$ cat src/rtl/ts_readout_ctrl.sv
// Mic4 temperature sensor sequencer: triggers the front-end, averages 2^AVG_LOG2 samples per
// burst and queues results in an FWFT FIFO. Define TS_CONT_MODE_EN to build periodic bursts.
module ts_readout_ctrl #(
  parameter int TS_COUNT_WIDTH  = 32,
  parameter int WAIT_CYCLES     = 20000,
  parameter int AVG_LOG2        = 2,
  parameter int FIFO_DEPTH_LOG2 = 4
) (
  input  logic                      clk_100MHz,
  input  logic                      RESET,
  input  logic                      start,
  input  logic                      cont_en,
  input  logic [31:0]               period,
  output logic                      pulse_in,
  input  logic [TS_COUNT_WIDTH-1:0] ts_mem_out,
  input  logic                      fifo_rd_en,
  output logic [TS_COUNT_WIDTH-1:0] fifo_dout,
  output logic                      fifo_empty,
  output logic                      fifo_full,
  output logic                      busy,
  output logic                      overflow,
  input  logic                      overflow_clr
);

  localparam int ACC_W  = TS_COUNT_WIDTH + AVG_LOG2;
  localparam int SCNT_W = AVG_LOG2 + 1;
  localparam int WCNT_W = $clog2(WAIT_CYCLES + 1);
  localparam int NSAMP  = 1 << AVG_LOG2;
  localparam int DEPTH  = 1 << FIFO_DEPTH_LOG2;
  localparam int PTR_W  = FIFO_DEPTH_LOG2 + 1;

  typedef enum logic [2:0] {
    S_IDLE, S_TRIG, S_WAIT, S_CAPTURE, S_PUSH, S_GAP
  } state_t;

  state_t              state;
  logic [WCNT_W-1:0]   wait_cnt;
  logic [SCNT_W-1:0]   smp_cnt;
  logic [ACC_W-1:0]    acc;
  logic                trig_req;

`ifdef TS_CONT_MODE_EN
  logic [31:0]         gap_cnt;
  assign trig_req = start | cont_en;
`else
  logic unused_cfg;
  assign unused_cfg = ^{cont_en, period};
  assign trig_req   = start;
`endif

  always_ff @(posedge clk_100MHz or posedge RESET) begin
    if (RESET) begin
      state    <= S_IDLE;
      pulse_in <= 1'b0;
      busy     <= 1'b0;
      wait_cnt <= '0;
      smp_cnt  <= '0;
      acc      <= '0;
`ifdef TS_CONT_MODE_EN
      gap_cnt  <= '0;
`endif
    end else begin
      // NOTE: sequential state uses non-blocking assignments so every register samples
      // pre-edge values; the default below makes pulse_in a single-cycle strobe.
      pulse_in <= 1'b0;
      case (state)
        S_IDLE: begin
          if (trig_req) begin
            state    <= S_TRIG;
            pulse_in <= 1'b1;
            busy     <= 1'b1;
            acc      <= '0;
            smp_cnt  <= '0;
          end
        end
        S_TRIG: begin
          state    <= S_WAIT;
          wait_cnt <= '0;
        end
        S_WAIT: begin
          if (wait_cnt == WCNT_W'(WAIT_CYCLES - 1)) state <= S_CAPTURE;
          else wait_cnt <= wait_cnt + 1'b1;
        end
        S_CAPTURE: begin
          acc     <= acc + ACC_W'(ts_mem_out);
          smp_cnt <= smp_cnt + 1'b1;
          if (smp_cnt == SCNT_W'(NSAMP - 1)) begin
            state <= S_PUSH;
          end else begin
            state    <= S_TRIG;
            pulse_in <= 1'b1;
          end
        end
        S_PUSH: begin
`ifdef TS_CONT_MODE_EN
          if (cont_en) begin
            state   <= S_GAP;
            gap_cnt <= '0;
          end else begin
            state <= S_IDLE;
            busy  <= 1'b0;
          end
`else
          state <= S_IDLE;
          busy  <= 1'b0;
`endif
        end
`ifdef TS_CONT_MODE_EN
        S_GAP: begin
          // Dropping cont_en during the gap ends the sequence instead of starting a burst.
          if (!cont_en) begin
            state <= S_IDLE;
            busy  <= 1'b0;
          end else if (gap_cnt == period) begin
            state    <= S_TRIG;
            pulse_in <= 1'b1;
            acc      <= '0;
            smp_cnt  <= '0;
          end else begin
            gap_cnt <= gap_cnt + 1'b1;
          end
        end
`endif
        default: begin
          state <= S_IDLE;
          busy  <= 1'b0;
        end
      endcase
    end
  end

  // Result FIFO: extra pointer MSB distinguishes full from empty when the low bits match.
  logic [TS_COUNT_WIDTH-1:0] mem [DEPTH];
  logic [PTR_W-1:0]          wr_ptr;
  logic [PTR_W-1:0]          rd_ptr;
  logic                      do_pop;
  logic                      do_push;
  logic                      drop;
  logic [TS_COUNT_WIDTH-1:0] avg_word;

  assign avg_word   = TS_COUNT_WIDTH'(acc >> AVG_LOG2);
  assign fifo_empty = (wr_ptr == rd_ptr);
  assign fifo_full  = (wr_ptr[PTR_W-1] != rd_ptr[PTR_W-1]) &&
                      (wr_ptr[PTR_W-2:0] == rd_ptr[PTR_W-2:0]);
  assign do_pop     = fifo_rd_en && !fifo_empty;
  assign do_push    = (state == S_PUSH) && (!fifo_full || do_pop);
  assign drop       = (state == S_PUSH) && fifo_full && !do_pop;
  assign fifo_dout  = mem[rd_ptr[PTR_W-2:0]];

  always_ff @(posedge clk_100MHz or posedge RESET) begin
    if (RESET) begin
      wr_ptr   <= '0;
      rd_ptr   <= '0;
      overflow <= 1'b0;
      // NOTE: the storage is reset because fifo_dout reads it directly and must be 0 after
      // reset; at this depth the reset fan-out is small.
      for (int i = 0; i < DEPTH; i++) mem[i] <= '0;
    end else begin
      if (do_push) begin
        mem[wr_ptr[PTR_W-2:0]] <= avg_word;
        wr_ptr                 <= wr_ptr + 1'b1;
      end
      if (do_pop) rd_ptr <= rd_ptr + 1'b1;
      if (drop) overflow <= 1'b1;
      else if (overflow_clr) overflow <= 1'b0;
    end
  end

endmodule

$ cat config.mk
export PLATFORM = sky130hd
export DESIGN_NAME = ts_readout_ctrl
export DESIGN_NICKNAME = d
export VERILOG_FILES = /design/src/rtl/ts_readout_ctrl.sv
export SDC_FILE = /design/constraint.sdc
export NUM_CORES = 1
export LEC_CHECK = 0
export CORE_MARGIN = 5
export CORE_UTILIZATION = 55
export DETAILED_ROUTE_END_ITERATION = 12
export HOLD_SLACK_MARGIN = 0.02
export PLACE_DENSITY = 0.73
export SETUP_SLACK_MARGIN = 0.3
export SLEW_MARGIN = 20
export SYNTH_ARGS = -nofsm -noshare
export SYNTH_HDL_FRONTEND = slang
export SYNTH_SLANG_ARGS = --single-unit
$ cat constraint.sdc
create_clock -name clk_100MHz -period 27.8 [get_ports clk_100MHz]
set_clock_uncertainty 0.2 [all_clocks]
set_input_delay 4.17 -clock clk_100MHz [delete_from_list [all_inputs] [get_ports clk_100MHz]]
set_output_delay 4.17 -clock clk_100MHz [all_outputs]
set_load 0.01 [all_outputs]
# Yosys cells after proc, flatten, opt, wreduce, memory -nomap -nowiden
# Cells that the tools add are included.
# word_totals
out_inout_bits	37
ff_bits	580
elab_cells	90
in_bits	70
# op_classes
n_lt_le_gt_ge	3
n_bitwise	3
n_eq_ne	12
muxes	23
n_reduce_logical	19
addsub	5
# ops
cell	count
$bwmux W512	1
$bmux W32 S4	1
$demux W32 S4	1
$mux W32	3
$pmux W34 S2	1
$add A34 B32 Y34	1
$mux W34	1
$pmux W15 S2	1
$add A15 B1 Y15 const B	1
$eq A15 B15 Y1 const B	1
$mux W15	1
$mux W3	4
$pmux W3 S4	1
$add A5 B1 Y5 const B	2
$ge A5 B5 Y1 const B	2
$not A4 Y5	2
$eq A3 B2 Y1 const B	3
$reduce_and A2 Y1	4
$logic_and A1 B1 Y1	6
$ne A2 B2 Y1 const B	3
$pmux W3 S2	1
$reduce_bool A2 Y1	3
$eq A5 B5 Y1	1
$lt A5 B1 Y1 const B	1
other kinds (12)	19

# Depth between registers and ports, before layout
# depth
ltp_word	6
mapped_depth	10
depth_no_buf	10

# Least setup slack after synthesis
# No wires, ideal clock.
# synth_path
path_type	in2reg
from	input port ts_mem_out[0]
to	register acc[32]
t_arrival_ns	6.453
path_slack_ns	21.068
setup_time_ns	0.079
t_required_ns	27.521
path_buffers	0
cell_stages	10
cell_sequence	ha_1 fa_1 a211oi_2 o21ai_0 a31o_2 a41oi_2 o31ai_1 a31o_2 a211oi_2 mux2i_1
# synth_via
elab_chain_cells	2
# synth_lines
element	line_no	source
start: declaration	15	input logic [TS_COUNT_WIDTH-1:0] ts_mem_out,
$add A34 B32 Y34	85	acc <= acc + ACC_W'(ts_mem_out);
$pmux W34 S2	66	case (state)
end signal: assignment	85	
end: declaration	39	logic [ACC_W-1:0] acc;
# Every way passes these cells.
# A chain may end at the register's enable or synchronous reset.

# Worst setup path after layout
# layout_path
from	register rd_ptr[1]
to	output port fifo_dout[3]
# layout_via
elab_chain_cells	4
# layout_lines
element	line_no	source
start: declaration	135	logic [PTR_W-1:0] rd_ptr;
start signal: assignment	163	if (do_pop) rd_ptr <= rd_ptr + 1'b1;
$not A4 Y5 (not written as such)	148	assign fifo_dout = mem[rd_ptr[PTR_W-2:0]];
$bmux W32 S4	148	
$mux W32 (not written as such) (2 in series)	148	
end: declaration	17	output logic [TS_COUNT_WIDTH-1:0] fifo_dout,
# Every way passes these cells. The select of a mux whose other input is x is not followed.

==> out/metrics.yaml <==
outcome: "finished clean"
clock_tree.root_cell: "sky130_fd_sc_hd__clkbuf_16"
half_perimeter_wire_length_after_detailed_placement_microns: 38100
hp-class: "reg2reg"
yosys_most_used_dff: "sky130_fd_sc_hd__dfrtp_1"
ys_ff_latch: 580
synthesis.nets: 1965
grt_pass1_vias: 17070
synth.distinct_cells: 71
timing.slew.headroom: 0.279
cts_htree_levels: 2
max-clock-path-buffers: 3
drt-initial-drc-count: 971
total_gr_overflow: 0
detailedRoute.firstPassIterationCount: 6
yosys.cell_count.top_type: "sky130_fd_sc_hd__dfrtp_1"
ant_nets: 0
cts.sinks: 580
hold_slack_ns: 0.280
grt_use_total: 0.238
vdd_drop_max_mv: 0.0590
path_max_fanout: 53
count_of_flip_flops_with_a_built_in_enable_after_synthesis: 0
clock.fmax_ghz: 0.110
fin_max_slew_vios: 0
grt_setup_unrepaired: "false"
initial_antenna_violation_count: 0
yosys.area.top_type: "sky130_fd_sc_hd__dfrtp_1"
final.setup.tns_ns: 0
cts.reportedPaths.clkPinSlew_ns: 0.06
drive_above_1_share: 0.434
layout.filler_cells: 3667
route.vias.total: 15907
cts_hold_buf: 0
leakagePower_nw: 14.7
synthesis.instances: 1854
route.detailed.drc: 0
placement_rows: 82
timing.critical_path.required_ns: 23.43
largest_cells_by_area_after_synthesis: "sky130_fd_sc_hd__dfrtp_1 (53%), sky130_fd_sc_hd__mux2_2 (21%), sky130_fd_sc_hd__mux4_2 (13%)"
setup.worst_path.class: "reg2out"
critPathLaunchType: "register"
max-cap-violations: 0
pin_count_of_the_biggest_net_entering_global_routing: 139
io-pin-count: 107
antenna-diode-count: 0
cts_inserted_buffers: 60
setup_viol: 0
critical_path_arrival_ns: 4.69
final_hold_viol_count: 0
wl_per_cell_microns: 24.3
synthDominantCellAreaShare: 0.525
max_slew.worst_pin.slew_ns: 1.08
yosysSeqAreaShare: 0.525
drt-total-wl_microns: 63100
power_mw: 2.01
global_route_wire_length_before_repair_microns: 100000
start_util: 0.553
die_height_microns: 234
yosys_warnings: 0
clock_latency_ns: 0.63
power_per_unit_of_standard_cell_area_nw_per_um2: 64.8
cts_resized: 0
tritoncts: "done"
die_area_sq_um: 54800
layout_worst_path_cycle_share: 0.326
areaGrowthSynthToFinish_pct: 12.1
worst_setup_path_end_kind: "output port"
core_region_area_sq_um: 50000
syn-cell-area_sq_um: 27600
final_net_count: 1990
place.gp.congestion: 0.848
synth.top_cells.by_count: "sky130_fd_sc_hd__dfrtp_1 (580), sky130_fd_sc_hd__mux2_2 (504), sky130_fd_sc_hd__mux4_2 (160)"
post-cts-setup-buffers: 0
syn_area_per_cell_sq_um: 14.9
route.detailed.vias_per_inst: 6.12
synthArstFlopShare: 1.00
floorplan.die.width_microns: 234
final.min_clock_period_ns: 9.06
io_buffers: 73
-- registers in the layout, summed over array words and instances (netlist names), 3 cells and up --
register and flops:
state 3, rd_ptr 5, mem 512, smp_cnt 3, wr_ptr 5, wait_cnt 15, acc 34
-- cells by family (layout without fill, tap and decap cells) --
| logic type | after synthesis | after routing | share of synthesized area |
|---|---|---|---|
| buf+inv | 161 | 234 | 0.0298 |
| simple gates | 189 | 189 | 0.0326 |
| mux | 675 | 675 | 0.340 |
| flops | 580 | 580 | 0.525 |
| fa+ha+maj | 41 | 41 | 0.0188 |
| xor+xnor | 54 | 54 | 0.0171 |
| compound gates | 154 | 154 | 0.0361 |
-- layer usage --
metal	GRT usage	part of all wire
met2	0.385	0.49
met4	0.0734	0.029
met1	0.340	0.44
met3	0.0328	0.046
met5	0	0
-- worst max-delay path, cell delays in order (launching register included) --
cell and delay [ns]:
sky130_fd_sc_hd__dfrtp_4 0.86, sky130_fd_sc_hd__buf_4 0.64, sky130_fd_sc_hd__buf_4 0.83, sky130_fd_sc_hd__mux4_2 0.59, sky130_fd_sc_hd__mux4_2 0.54, sky130_fd_sc_hd__clkdlybuf4s50_1 0.51
-- through the flow --
step / instances / utilization / area [sq um] / setup WS, ns
finish: 2599 / 0.620 / 31000 / 18.74
global route: 2599 / 0.620 / 31000 / 18.53
CTS: 2598 / 0.620 / 31000 / 18.66
detailed placement: 2488 / 0.578 / 28900 / 19.33
global placement: 2485 / 0.577 / 28800 / 19.30
floorplan: 1854 / - / 27600 / 7.20
-- worst paths after layout --
path	slack (ns)	startpoint	cells past startpoint	endpoint
hold reg to reg	0.28	mem[437]$_DFFE_PP0P_	1	mem[437]$_DFFE_PP0P_
hold / removal	0.28	mem[437]$_DFFE_PP0P_	1	mem[437]$_DFFE_PP0P_
max in group asynchronous	21.05	RESET	5	rd_ptr[1]$_DFFE_PP0P_
min in group asynchronous	3.75	RESET	2	mem[49]$_DFFE_PP0P_
setup / recovery	18.74	rd_ptr[1]$_DFFE_PP0P_	5	fifo_dout[3]
setup reg to reg	22.91	rd_ptr[1]$_DFFE_PP0P_	10	mem[409]$_DFFE_PP0P_
-- final cells by class --
type / count / area, sq um / share of cell area
Multi-Input combinational cell: 1113 / 12400 / 0.401
Inverter: 17 / 71.3 / 0.00230
Timing Repair Buffer: 107 / 1040 / 0.0336
Tap cell: 672 / 841 / 0.0271
Sequential cell: 580 / 14500 / 0.469
Clock inverter: 19 / 228 / 0.00735
Clock buffer: 91 / 1860 / 0.0600
-- report_power, final --
group | switching, mW | internal, mW | total (mW) | leakage (nW)
registers | 0.0629 | 0.851 | 0.914 | 8.00
logic | 0.138 | 0.120 | 0.258 | 5.60
clock network | 0.331 | 0.504 | 0.835 | 1.05
total | 0.532 | 1.48 | 2.01 | 14.7
-- placed cells by master, fill, tap and decap left out, drive strengths merged, types with 29 or more instances in the layout --
cell	instances
nor2	48
clkbuf	91
xnor2	29
nand2	70
clkdlybuf4s50	73
mux4	160
ha	40
dfrtp	580
a21oi	38
mux2	513
o21ai	54
buf	34
Power figures use the tool's default switching activity.
